## src/rtl/enm_hit_ctrl_if.sv

```systemverilog
// Shot request / hit response bundle between the player-shot source and the enemy damage stage.
// Enemy positions come back in from the movement block; HP values go out to it.
interface enm_hit_ctrl_if;
    logic       start;
    logic       shot_vld;
    logic [9:0] shot_x;
    logic [9:0] shot_y;
    logic [9:0] enmx1, enmx2, enmx3, enmx4;
    logic [9:0] enmy1, enmy2, enmy3, enmy4;
    logic [6:0] enmhp1, enmhp2, enmhp3, enmhp4;
    logic       busy;
    logic       shot_ack;
    logic       hit;
    logic [1:0] hit_id;
    logic       kill;
    logic       all_dead;

    modport master (
        output start, shot_vld, shot_x, shot_y,
        output enmx1, enmx2, enmx3, enmx4, enmy1, enmy2, enmy3, enmy4,
        input  enmhp1, enmhp2, enmhp3, enmhp4,
        input  busy, shot_ack, hit, hit_id, kill, all_dead
    );

    modport slave (
        input  start, shot_vld, shot_x, shot_y,
        input  enmx1, enmx2, enmx3, enmx4, enmy1, enmy2, enmy3, enmy4,
        output enmhp1, enmhp2, enmhp3, enmhp4,
        output busy, shot_ack, hit, hit_id, kill, all_dead
    );
endinterface

```

## src/rtl/enm_hit_ctrl.sv

```systemverilog
// Enemy damage stage: scans four enemies per shot, first box hit takes damage; ack 2+k cycles (miss 5).
// No backpressure: shots arriving while busy are dropped without ack; start aborts an in-flight shot.
module enm_hit_ctrl #(
    parameter logic [6:0] HP_INIT = 7'd100,
    parameter logic [6:0] DMG     = 7'd10,
    parameter int         HIT_W   = 16,
    parameter int         HIT_H   = 16,
    parameter logic [3:0] IFRAME  = 4'd8
) (
    input  logic           clk22,
    input  logic           rst_n,
    enm_hit_ctrl_if.slave  bus
);

    typedef enum logic [1:0] {IDLE, SCAN, RESP} state_t;

    state_t      state_q, state_d;
    logic [1:0]  idx_q, idx_d;
    logic [9:0]  sx_q, sx_d;
    logic [9:0]  sy_q, sy_d;
    logic        hit_q, hit_d;
    logic [1:0]  hit_id_q, hit_id_d;
    logic [6:0]  hp_q [4];
    logic [6:0]  hp_d [4];
    logic [3:0]  cd_q [4];
    logic [3:0]  cd_d [4];
    logic        all_dead_q, all_dead_d;

    logic [9:0]  ex [4];
    logic [9:0]  ey [4];
    logic [10:0] dx, dy, adx, ady;
    logic        scan_hit;
    logic [6:0]  hp_sel;
    logic        resp_hit;

    assign ex[0] = bus.enmx1;
    assign ex[1] = bus.enmx2;
    assign ex[2] = bus.enmx3;
    assign ex[3] = bus.enmx4;
    assign ey[0] = bus.enmy1;
    assign ey[1] = bus.enmy2;
    assign ey[2] = bus.enmy3;
    assign ey[3] = bus.enmy4;

    // Positions are read live from the movement block, only the shot is latched.
    always_comb begin
        dx       = {1'b0, sx_q} - {1'b0, ex[idx_q]};
        dy       = {1'b0, sy_q} - {1'b0, ey[idx_q]};
        adx      = dx[10] ? (~dx + 11'd1) : dx;
        ady      = dy[10] ? (~dy + 11'd1) : dy;
        scan_hit = (hp_q[idx_q] != 7'd0) && (cd_q[idx_q] == 4'd0) &&
                   (adx < 11'(HIT_W)) && (ady < 11'(HIT_H));
    end

    assign hp_sel   = hp_q[hit_id_q];
    assign resp_hit = (state_q == RESP) && hit_q;

    always_comb begin
        state_d  = state_q;
        idx_d    = idx_q;
        sx_d     = sx_q;
        sy_d     = sy_q;
        hit_d    = hit_q;
        hit_id_d = hit_id_q;
        case (state_q)
            IDLE: begin
                if (bus.shot_vld) begin
                    sx_d    = bus.shot_x;
                    sy_d    = bus.shot_y;
                    idx_d   = 2'd0;
                    hit_d   = 1'b0;
                    state_d = SCAN;
                end
            end
            SCAN: begin
                if (scan_hit) begin
                    hit_d    = 1'b1;
                    hit_id_d = idx_q;
                    state_d  = RESP;
                end else if (idx_q == 2'd3) begin
                    hit_d   = 1'b0;
                    state_d = RESP;
                end else begin
                    idx_d = idx_q + 2'd1;
                end
            end
            RESP:    state_d = IDLE;
            default: state_d = IDLE;
        endcase
        if (bus.start) begin
            state_d = IDLE;
        end
    end

    // Cooldowns run free of the FSM; damage lands at the end of the RESP cycle.
    always_comb begin
        all_dead_d = 1'b1;
        for (int i = 0; i < 4; i++) begin
            hp_d[i] = hp_q[i];
            cd_d[i] = (cd_q[i] != 4'd0) ? cd_q[i] - 4'd1 : 4'd0;
            if (resp_hit && (hit_id_q == 2'(i))) begin
                hp_d[i] = (hp_q[i] <= DMG) ? 7'd0 : hp_q[i] - DMG;
                cd_d[i] = IFRAME;
            end
            if (bus.start) begin
                hp_d[i] = HP_INIT;
                cd_d[i] = 4'd0;
            end
            if (hp_d[i] != 7'd0) begin
                all_dead_d = 1'b0;
            end
        end
    end

    always_ff @(posedge clk22 or negedge rst_n) begin
        if (!rst_n) begin
            state_q    <= IDLE;
            idx_q      <= 2'd0;
            sx_q       <= 10'd0;
            sy_q       <= 10'd0;
            hit_q      <= 1'b0;
            hit_id_q   <= 2'd0;
            all_dead_q <= 1'b0;
            for (int i = 0; i < 4; i++) begin
                hp_q[i] <= HP_INIT;
                cd_q[i] <= 4'd0;
            end
        end else begin
            state_q    <= state_d;
            idx_q      <= idx_d;
            sx_q       <= sx_d;
            sy_q       <= sy_d;
            hit_q      <= hit_d;
            hit_id_q   <= hit_id_d;
            all_dead_q <= all_dead_d;
            for (int i = 0; i < 4; i++) begin
                hp_q[i] <= hp_d[i];
                cd_q[i] <= cd_d[i];
            end
        end
    end

    // A start in the RESP cycle discards the result, so the ack is withheld too.
    assign bus.busy     = (state_q != IDLE);
    assign bus.shot_ack = (state_q == RESP) && !bus.start;
    assign bus.hit      = resp_hit && !bus.start;
    assign bus.hit_id   = hit_id_q;
    assign bus.kill     = resp_hit && !bus.start && (hp_sel <= DMG);
    assign bus.all_dead = all_dead_q;
    assign bus.enmhp1   = hp_q[0];
    assign bus.enmhp2   = hp_q[1];
    assign bus.enmhp3   = hp_q[2];
    assign bus.enmhp4   = hp_q[3];

endmodule

```

## src/flat_wrapper.sv

```systemverilog
// flat-port wrapper written by rule: the top's interface ports become plain ports
module enm_hit_ctrl_flat 
#(
    parameter logic [6:0] HP_INIT = 7'd100,
    parameter logic [6:0] DMG     = 7'd10,
    parameter int         HIT_W   = 16,
    parameter int         HIT_H   = 16,
    parameter logic [3:0] IFRAME  = 4'd8
)
  (clk22, rst_n, bus_start, bus_shot_vld, bus_shot_x, bus_shot_y, bus_enmx1, bus_enmx2, bus_enmx3, bus_enmx4, bus_enmy1, bus_enmy2, bus_enmy3, bus_enmy4, bus_enmhp1, bus_enmhp2, bus_enmhp3, bus_enmhp4, bus_busy, bus_shot_ack, bus_hit, bus_hit_id, bus_kill, bus_all_dead);
  enm_hit_ctrl_if bus_i ();
  input  logic clk22;
  input  logic rst_n;
  input wire logic [$bits(bus_i.start)-1:0] bus_start;
  input wire logic [$bits(bus_i.shot_vld)-1:0] bus_shot_vld;
  input wire logic [$bits(bus_i.shot_x)-1:0] bus_shot_x;
  input wire logic [$bits(bus_i.shot_y)-1:0] bus_shot_y;
  input wire logic [$bits(bus_i.enmx1)-1:0] bus_enmx1;
  input wire logic [$bits(bus_i.enmx2)-1:0] bus_enmx2;
  input wire logic [$bits(bus_i.enmx3)-1:0] bus_enmx3;
  input wire logic [$bits(bus_i.enmx4)-1:0] bus_enmx4;
  input wire logic [$bits(bus_i.enmy1)-1:0] bus_enmy1;
  input wire logic [$bits(bus_i.enmy2)-1:0] bus_enmy2;
  input wire logic [$bits(bus_i.enmy3)-1:0] bus_enmy3;
  input wire logic [$bits(bus_i.enmy4)-1:0] bus_enmy4;
  output wire logic [$bits(bus_i.enmhp1)-1:0] bus_enmhp1;
  output wire logic [$bits(bus_i.enmhp2)-1:0] bus_enmhp2;
  output wire logic [$bits(bus_i.enmhp3)-1:0] bus_enmhp3;
  output wire logic [$bits(bus_i.enmhp4)-1:0] bus_enmhp4;
  output wire logic [$bits(bus_i.busy)-1:0] bus_busy;
  output wire logic [$bits(bus_i.shot_ack)-1:0] bus_shot_ack;
  output wire logic [$bits(bus_i.hit)-1:0] bus_hit;
  output wire logic [$bits(bus_i.hit_id)-1:0] bus_hit_id;
  output wire logic [$bits(bus_i.kill)-1:0] bus_kill;
  output wire logic [$bits(bus_i.all_dead)-1:0] bus_all_dead;
  assign bus_i.start = bus_start;
  assign bus_i.shot_vld = bus_shot_vld;
  assign bus_i.shot_x = bus_shot_x;
  assign bus_i.shot_y = bus_shot_y;
  assign bus_i.enmx1 = bus_enmx1;
  assign bus_i.enmx2 = bus_enmx2;
  assign bus_i.enmx3 = bus_enmx3;
  assign bus_i.enmx4 = bus_enmx4;
  assign bus_i.enmy1 = bus_enmy1;
  assign bus_i.enmy2 = bus_enmy2;
  assign bus_i.enmy3 = bus_enmy3;
  assign bus_i.enmy4 = bus_enmy4;
  assign bus_enmhp1 = bus_i.enmhp1;
  assign bus_enmhp2 = bus_i.enmhp2;
  assign bus_enmhp3 = bus_i.enmhp3;
  assign bus_enmhp4 = bus_i.enmhp4;
  assign bus_busy = bus_i.busy;
  assign bus_shot_ack = bus_i.shot_ack;
  assign bus_hit = bus_i.hit;
  assign bus_hit_id = bus_i.hit_id;
  assign bus_kill = bus_i.kill;
  assign bus_all_dead = bus_i.all_dead;
  enm_hit_ctrl #(.HP_INIT(HP_INIT), .DMG(DMG), .HIT_W(HIT_W), .HIT_H(HIT_H), .IFRAME(IFRAME)) u_core (.clk22(clk22), .rst_n(rst_n), .bus(bus_i));
endmodule
```

## config.mk

```make
export PLATFORM = sky130hd
export DESIGN_NAME = enm_hit_ctrl_flat
export DESIGN_NICKNAME = d
export VERILOG_FILES = /design/src/rtl/enm_hit_ctrl_if.sv /design/src/rtl/enm_hit_ctrl.sv /design/src/flat_wrapper.sv
export SDC_FILE = /design/constraint.sdc
export NUM_CORES = 1
export LEC_CHECK = 0
export CAP_MARGIN = 20
export CORE_MARGIN = 3
export CORE_UTILIZATION = 50
export CTS_BUF_LIST = sky130_fd_sc_hd__clkbuf_2 sky130_fd_sc_hd__clkbuf_4 sky130_fd_sc_hd__clkbuf_8
export CTS_CLUSTER_DIAMETER = 100
export DETAILED_ROUTE_END_ITERATION = 10
export PLACE_DENSITY_LB_ADDON = 0.05
export SLEW_MARGIN = 20
export SYNTH_ARGS = -nofsm -noshare
export SYNTH_HDL_FRONTEND = slang
export SYNTH_SLANG_ARGS = --single-unit
```

## constraint.sdc

```tcl
create_clock -name clk22 -period 5.3 [get_ports clk22]
set_clock_uncertainty 0.1 [all_clocks]
set_input_delay 1.06 -clock clk22 [delete_from_list [all_inputs] [get_ports clk22]]
set_output_delay 1.06 -clock clk22 [all_outputs]
set_load 0.01 [all_outputs]
```

**Word-level counts from Yosys, hierarchy flattened**

Index checks and enable logic that the tools add are counted.

- $add $sub $neg: 13
- Multiply operators: 0
- Div/mod/pow operators: 0
- $lt $le $gt $ge: 9
- Equal/unequal tests: 12
- Shift-type cells: 0
- Multiplexer cells: 58
- Bitwise gates (word level): 4
- Reductions and logical operators: 31

Operators by type and width:

| cell | count |
|---|---|
| 2-to-1 mux 7 bit | 16 |
| 2-to-1 mux 4 bit | 14 |
| binary-select mux 10 bit (select 2 bit) | 2 |
| 2-to-1 mux 10 bit | 4 |
| <= comparator 7 x 4 -> 1 bit, second input constant | 5 |
| nonzero test 7 bit | 5 |
| binary-select mux 7 bit (select 2 bit) | 2 |
| subtractor 7 x 4 -> 7 bit, second input constant | 4 |
| adder 11 x 1 -> 11 bit, second input constant | 2 |
| less-than comparator 11 x 5 -> 1 bit, second input constant | 2 |
| 2-to-1 mux 11 bit | 2 |
| inverter 11 bit | 2 |
| subtractor 10 x 10 -> 11 bit | 2 |
| nonzero test 4 bit | 4 |
| subtractor 4 x 1 -> 4 bit, second input constant | 4 |
| 2-to-1 mux 2 bit | 7 |
| logical AND 1 bit | 11 |
| binary-select mux 4 bit (select 2 bit) | 1 |
| equality test 2 bit, second input constant | 4 |
| case mux 2 bit (2 select lines) | 2 |
| 2-to-1 mux 1 bit | 7 |
| >= comparator 3 bit, second input constant | 2 |
| != test 2 bit, second input constant | 3 |
| inverter 2 -> 3 bit | 2 |
| other kinds (13) | 18 |

- Register bits after elaboration: 72
- Latch bits: 0
- RAM bits: 0
- Memory bits (read-only): 0
- Input port bits: 104
- Output and inout bits: 35
- Logic and storage cells: 142
- Memories kept: 0

**Logic depth before layout (Yosys ltp)**

- Depth after elaboration: 14
- Mapped depth: 15
- Gate-level depth less buffers: 13

**Least setup slack after synthesis**

Ideal clock, no wire load.

- Kind: register -> register
- Start: register u_core.idx_q[0]
- End: register u_core.hit_id_q[0] (netlist: u_core.bus.hit_id[0])
- Library setup time: 0.128 ns
- Data arrival time: 4.037 ns
- Required time: 5.072 ns
- Slack: 1.036 ns
- Stages on the path, launching flop included: 15
- Path buffers: 2
- Period minus slack after synthesis: 4.264 ns
- Path through: dfrtp_1 -> clkbuf_1 -> buf_1 -> mux4_2 -> ha_1 -> inv_1 -> fa_1 -> a211oi_2 -> o31ai_2 -> a31oi_1 -> a2111oi_2 -> nand4_1 -> o21bai_4 -> a2111oi_4 -> mux2_1

- Longest elaborated chain between the ends: 12
- Elaborated cells on any way between the ends: 29
- Classes of those cells: add/sub (4); order compare (2); mux (14); bitwise (3); reduce/logical (6)

Ends and longest elaborated chain:

| item | line | RTL |
|---|---|---|
| from (decl) | enm_hit_ctrl.sv:18 | `logic [1:0] idx_q, idx_d;` |
| from (signal assigned) | enm_hit_ctrl.sv:130 | `idx_q <= idx_d;` |
| inverter 2 -> 3 bit (implied by the code) | enm_hit_ctrl.sv:47, enm_hit_ctrl.sv:48, enm_hit_ctrl.sv:51 |  |
| binary-select mux 10 bit (select 2 bit) | enm_hit_ctrl.sv:47 | `dx = {1'b0, sx_q} - {1'b0, ex[idx_q]};` |
| 2-to-1 mux 10 bit (implied by the code) (2 in series) | enm_hit_ctrl.sv:47 |  |
| subtractor 10 x 10 -> 11 bit | enm_hit_ctrl.sv:47 |  |
| inverter 11 bit | enm_hit_ctrl.sv:49 | `adx = dx[10] ? (~dx + 11'd1) : dx;` |
| adder 11 x 1 -> 11 bit | enm_hit_ctrl.sv:49 |  |
| 2-to-1 mux 11 bit | enm_hit_ctrl.sv:49 |  |
| less-than comparator 11 x 5 -> 1 bit | enm_hit_ctrl.sv:52 | `(adx < 11'(HIT_W)) && (ady < 11'(HIT_H));` |
| logical AND 1 bit | enm_hit_ctrl.sv:51 | `scan_hit = (hp_q[idx_q] != 7'd0) && (cd_q[idx_q] == 4'd0) &&` |
| logical AND 1 bit | enm_hit_ctrl.sv:52 |  |
| AND reduction 2 bit (no line) | -- |  |
| to (signal assigned) | enm_hit_ctrl.sv:134 | `hit_id_q <= hit_id_d;` |
| to (decl) | enm_hit_ctrl.sv:22 | `logic [1:0] hit_id_q, hit_id_d;` |

Several ways; a longest one is shown, not always the timed one. The select of a mux whose other input is x is not followed.
A chain may end at the register's enable or synchronous reset.

**Worst setup path in the final report**

- Start: input bus_start
- End: output bus_kill

- Longest elaborated chain between the ends: 3

Ends and longest elaborated chain:

| item | line | RTL |
|---|---|---|
| from (decl) | flat_wrapper.sv:14 | `input wire logic [$bits(bus_i.start)-1:0] bus_start;` |
| zero test 1 bit | enm_hit_ctrl.sv:148 | `assign bus.kill = resp_hit && !bus.start && (hp_sel <= DMG);` |
| logical AND 1 bit (2 in series) | enm_hit_ctrl.sv:148 |  |
| to (decl) | flat_wrapper.sv:34 | `output wire logic [$bits(bus_i.kill)-1:0] bus_kill;` |

No other way between the ends.

==> results list <==
- The final layout contains between 800 and 900 nets.
- Setup total negative slack on the finished layout was measured at 0 ns.
* Data arrival time at the worst-slack endpoint: roughly 3.3 ns
* Critical path's top delay family: buffers and inverters
- Clk pin slew, worst setup/hold paths: 0.07 ns
* FF+latch count, synth: 72
* HPWL after detailed placement: 11160 um
- Setup repair after global routing left no endpoint under its margin.
- Number of inserted diodes: 0
- The finished cells cover 7293 um2.
* Aggregate routed wire length: 14500 um
- Final hold vios: 0
* Routed vias: 4973
* Yosys top cell by area: sky130_fd_sc_hd__dfrtp_1
* Maximum resistive drop on vdd: between 0.0002 and 0.00025 V
- Post-Syn Instances: 588
* Path length in cells of the critical path: 7
- Final Cycle Share: between 80% and 90%
- The longest clock path from root to sink contains 2 buffers.
- Commonest cells after routing, fill and taps aside: sky130_fd_sc_hd__clkdlybuf4s50_1, sky130_fd_sc_hd__dfrtp_1, sky130_fd_sc_hd__nor2_1
* Area delta synth->final: 30.11%
- The die covers 12520 um2.
- The H-tree was split into 3 levels.
- After synthesis, the share of flip-flops with an asynchronous set or reset is 100.0%.
* DRC violation total after the first TritonRoute iteration: 222
- Number of warnings reported in the yosys synthesis log: 0
- Worst skew pair latency: between 0.3 and 0.4 ns
* Detailed-route wire length per cell: about 17 um
* FILL cells: around 910
- After floorplanning, the core was sized to cover 10890 um2.
- Synth cell types: 80
- Along the worst path, the maximum fanout reaches 3.
* Shortest period the worst path allows: 4.437 ns
- Counting instances, the worst hold path has a depth of 1.
- Hold Buf Count CTS: 0
- The die is 111.9 um wide.
- Data required time at the worst endpoint: slightly above 4 ns
* Most common cell after layout, fill and taps aside: sky130_fd_sc_hd__clkdlybuf4s50_1
- Global-route wire length before repair: 24330 um
* Number of maximum-capacitance constraint violations: 0
* Sequential-to-total area share from yosys stat: 32.41%
- Counting flops with a built-in enable in the synthesized netlist gives 0.
- Registers take 1817 um2.
* Nature of the critical path startpoint: input port
- Number of cells upsized or downsized after cts: 0
- The final max-slew violation count came to 0.
- In this design, the stage delay of the slowest critical-path cell is 0.61 ns.
* DRC Markers: 0
- Total global routing overflow: 0
- The share of synthesized area in the top cell type comes to 26.79%.
* Total power divided by cell area: 398.1 nW/um2
- Placed cell areas: 7093 um2
- Sum of buffers and inverters on the critical path: 2
- Average cell area after synthesis: 9.533 um2
* Worst Setup Path Type: in2out
* Number of cell instances on the worst register-to-register path: 14
- Entering global routing, the biggest net connects 57 pins.
- The slowest stage of the critical path belongs to the cell sky130_fd_sc_hd__clkdlybuf4s50_1.
- Sink count of the clock tree: 72
* Slack of the critical path: 0.8634 ns
- In this run the clock root is driven by a sky130_fd_sc_hd__clkbuf_8.
* Category of the worst setup path capture point: output pin
- The count of nets left with antenna violations once routing finished came out at 0.
- Area of the multi-input gates: 3487 um2
- Antenna violations before repair: 0
- Post-Syn Nets: 727
* Post-Place Cells: 848
- By area the synthesized netlist is led by sky130_fd_sc_hd__dfrtp_1, sky130_fd_sc_hd__mux4_2, sky130_fd_sc_hd__ha_1, sky130_fd_sc_hd__dfstp_2, sky130_fd_sc_hd__nor2_1.
* Via density: between 5 and 6
- Setup violations remaining at the end of the flow were counted as 0.
- Share of layout cells above drive strength 1: 13.26%
* Worst slew margin relative to its limit: 50.74%
- Before antenna repair, the detailed router went through 4 iterations.
* Final Non-Filler Cells: between 800 and 900
- Cells along the critical path: clkdlybuf4s50_1 -> nor2b_1 -> and2_1 -> o21ai_0 -> or4_1 -> o21ai_0 -> clkdlybuf4s50_1
- The run finished with clean final reports.
- Buffers inserted by post-CTS timing repair: 0
- OpenSTA, run right after detailed placement, puts the worst setup slack at 0.5381 ns.
- For the pin with the worst max-slew slack, the measured transition is about 0.74 ns.
- In the synthesized netlist the dominant register cell turns out to be sky130_fd_sc_hd__dfrtp_1.
* Max frequency: around 0.23 GHz
- Buffers placed on the I/O ports in this run total between 100 and 150.
- Clock buffers created by TritonCTS: 9
- TritonCTS built the clock tree.
- Worst hold path class: reg2reg
* Die boundary height: 111.9 um
- Cell row count: 38
* Static leakage: 3.001 nW
- Top Ports: 139
- At the end of routability-driven placement, the weighted congestion stood at 0.8796.
* Post-synthesis instance area: between 5000 and 6000 um2
- Global routing used 23.59% of the available tracks across all layers.
* Initial core utilization: 51.48%
- Number of global-route vias before repair: 5114
## power by group
group / leakage, nW / internal (mW) / switching (mW) / total [mW]
logic: 1.99 / 0.811 / 0.904 / 1.72
clock network: 0.100 / 0.225 / 0.224 / 0.450
registers: 0.906 / 0.637 / 0.102 / 0.739
total: 3.00 / 1.67 / 1.23 / 2.90
## stage by stage
stage	util, %	hold slack, ns	total power [mW]
finish	66.98	0.3733	2.903
global route	66.98	0.3834	3.154
CTS	66.98	0.3726	2.923
detailed placement	65.15	0.3610	2.460
global placement	65.15	0.3527	2.405
floorplan	-	0.3272	2.081
## layout make-up
type / count / share of cell area [%]
inverter: 50 / 2.573
multi-input combinational: 443 / 47.81
timing repair buffer: 143 / 19.56
sequential: 72 / 24.91
clock inverter: 6 / 0.9436
tap: 140 / 2.402
clock buffer: 10 / 1.801
## cells in the mapped netlist, types with 3 or more instances
cell,n
sky130_fd_sc_hd__a31oi_1,5
sky130_fd_sc_hd__a21o_1,11
sky130_fd_sc_hd__nor4b_1,4
sky130_fd_sc_hd__nand2_1,21
sky130_fd_sc_hd__nand3b_1,4
sky130_fd_sc_hd__o21bai_1,4
sky130_fd_sc_hd__buf_1,4
sky130_fd_sc_hd__nor3_1,25
sky130_fd_sc_hd__dfrtp_1,60
sky130_fd_sc_hd__clkbuf_1,12
sky130_fd_sc_hd__nand3_1,11
sky130_fd_sc_hd__dfstp_2,12
sky130_fd_sc_hd__buf_2,3
sky130_fd_sc_hd__o2111ai_1,6
sky130_fd_sc_hd__a21oi_1,35
sky130_fd_sc_hd__nand4_1,4
sky130_fd_sc_hd__xnor2_1,12
sky130_fd_sc_hd__nor2b_1,10
sky130_fd_sc_hd__inv_1,48
sky130_fd_sc_hd__xor2_1,10
sky130_fd_sc_hd__or2_2,4
sky130_fd_sc_hd__ha_1,33
sky130_fd_sc_hd__and2_1,9
sky130_fd_sc_hd__o21ai_1,4
sky130_fd_sc_hd__a211oi_2,3
sky130_fd_sc_hd__nor4_1,12
sky130_fd_sc_hd__or4_1,6
sky130_fd_sc_hd__mux2_2,18
sky130_fd_sc_hd__o31ai_1,6
sky130_fd_sc_hd__nor3b_1,5
sky130_fd_sc_hd__a211o_1,3
sky130_fd_sc_hd__nor2_1,55
sky130_fd_sc_hd__mux4_2,20
sky130_fd_sc_hd__mux2i_1,14
sky130_fd_sc_hd__o21ai_0,16
sky130_fd_sc_hd__nand2b_1,17
sky130_fd_sc_hd__a211oi_1,6
sky130_fd_sc_hd__buf_6,3
sky130_fd_sc_hd__or3_1,6
## cell families after synthesis
logic type,count (synthesis),synth area share (%)
and+or+nand+nor,207,20.02
AOI/OAI and AO/OA,124,15.80
buffers and inverters,73,5.424
DFF,72,32.41
muxes,55,14.82
adders and majority gates,35,8.080
xor gates and xnor gates,22,3.437
## sequential cells by signal, summed over array words and instances (netlist names)
name                 cells
u_core.bus.all_dead      1
u_core.bus.enmhp1        7
u_core.bus.enmhp2        7
u_core.bus.enmhp3        7
u_core.bus.enmhp4        7
u_core.bus.hit_id        2
u_core.cd_q             16
u_core.hit_q             1
u_core.idx_q             2
u_core.state_q           2
u_core.sx_q             10
u_core.sy_q             10
## metal layers
layer  vias up  track usage (%)  share of wire (%)
met5         -                0                  0
met3        26            4.457                4.6
li1       2412                -                  -
met1      2392            30.39                 44
met2       143            39.69                 49
met4         0            8.516                2.3
## worst paths after layout
path	from	to	slack, ns
min in group asynchronous	rst_n	u_core.sx_q[3]$_DFFE_PN0P_	0.54
setup reg to reg	u_core.idx_q[0]$_DFFE_PN0P_	u_core.idx_q[1]$_DFFE_PN0P_	0.94
max in group asynchronous	rst_n	u_core.cd_q[6]$_DFF_PN0_	3.48
hold reg to reg	u_core.cd_q[8]$_DFF_PN0_	u_core.cd_q[8]$_DFF_PN0_	0.37
setup / recovery	bus_start	bus_kill	0.86
hold / removal	u_core.cd_q[8]$_DFF_PN0_	u_core.cd_q[8]$_DFF_PN0_	0.37
Power figures use the tool's default switching activity.
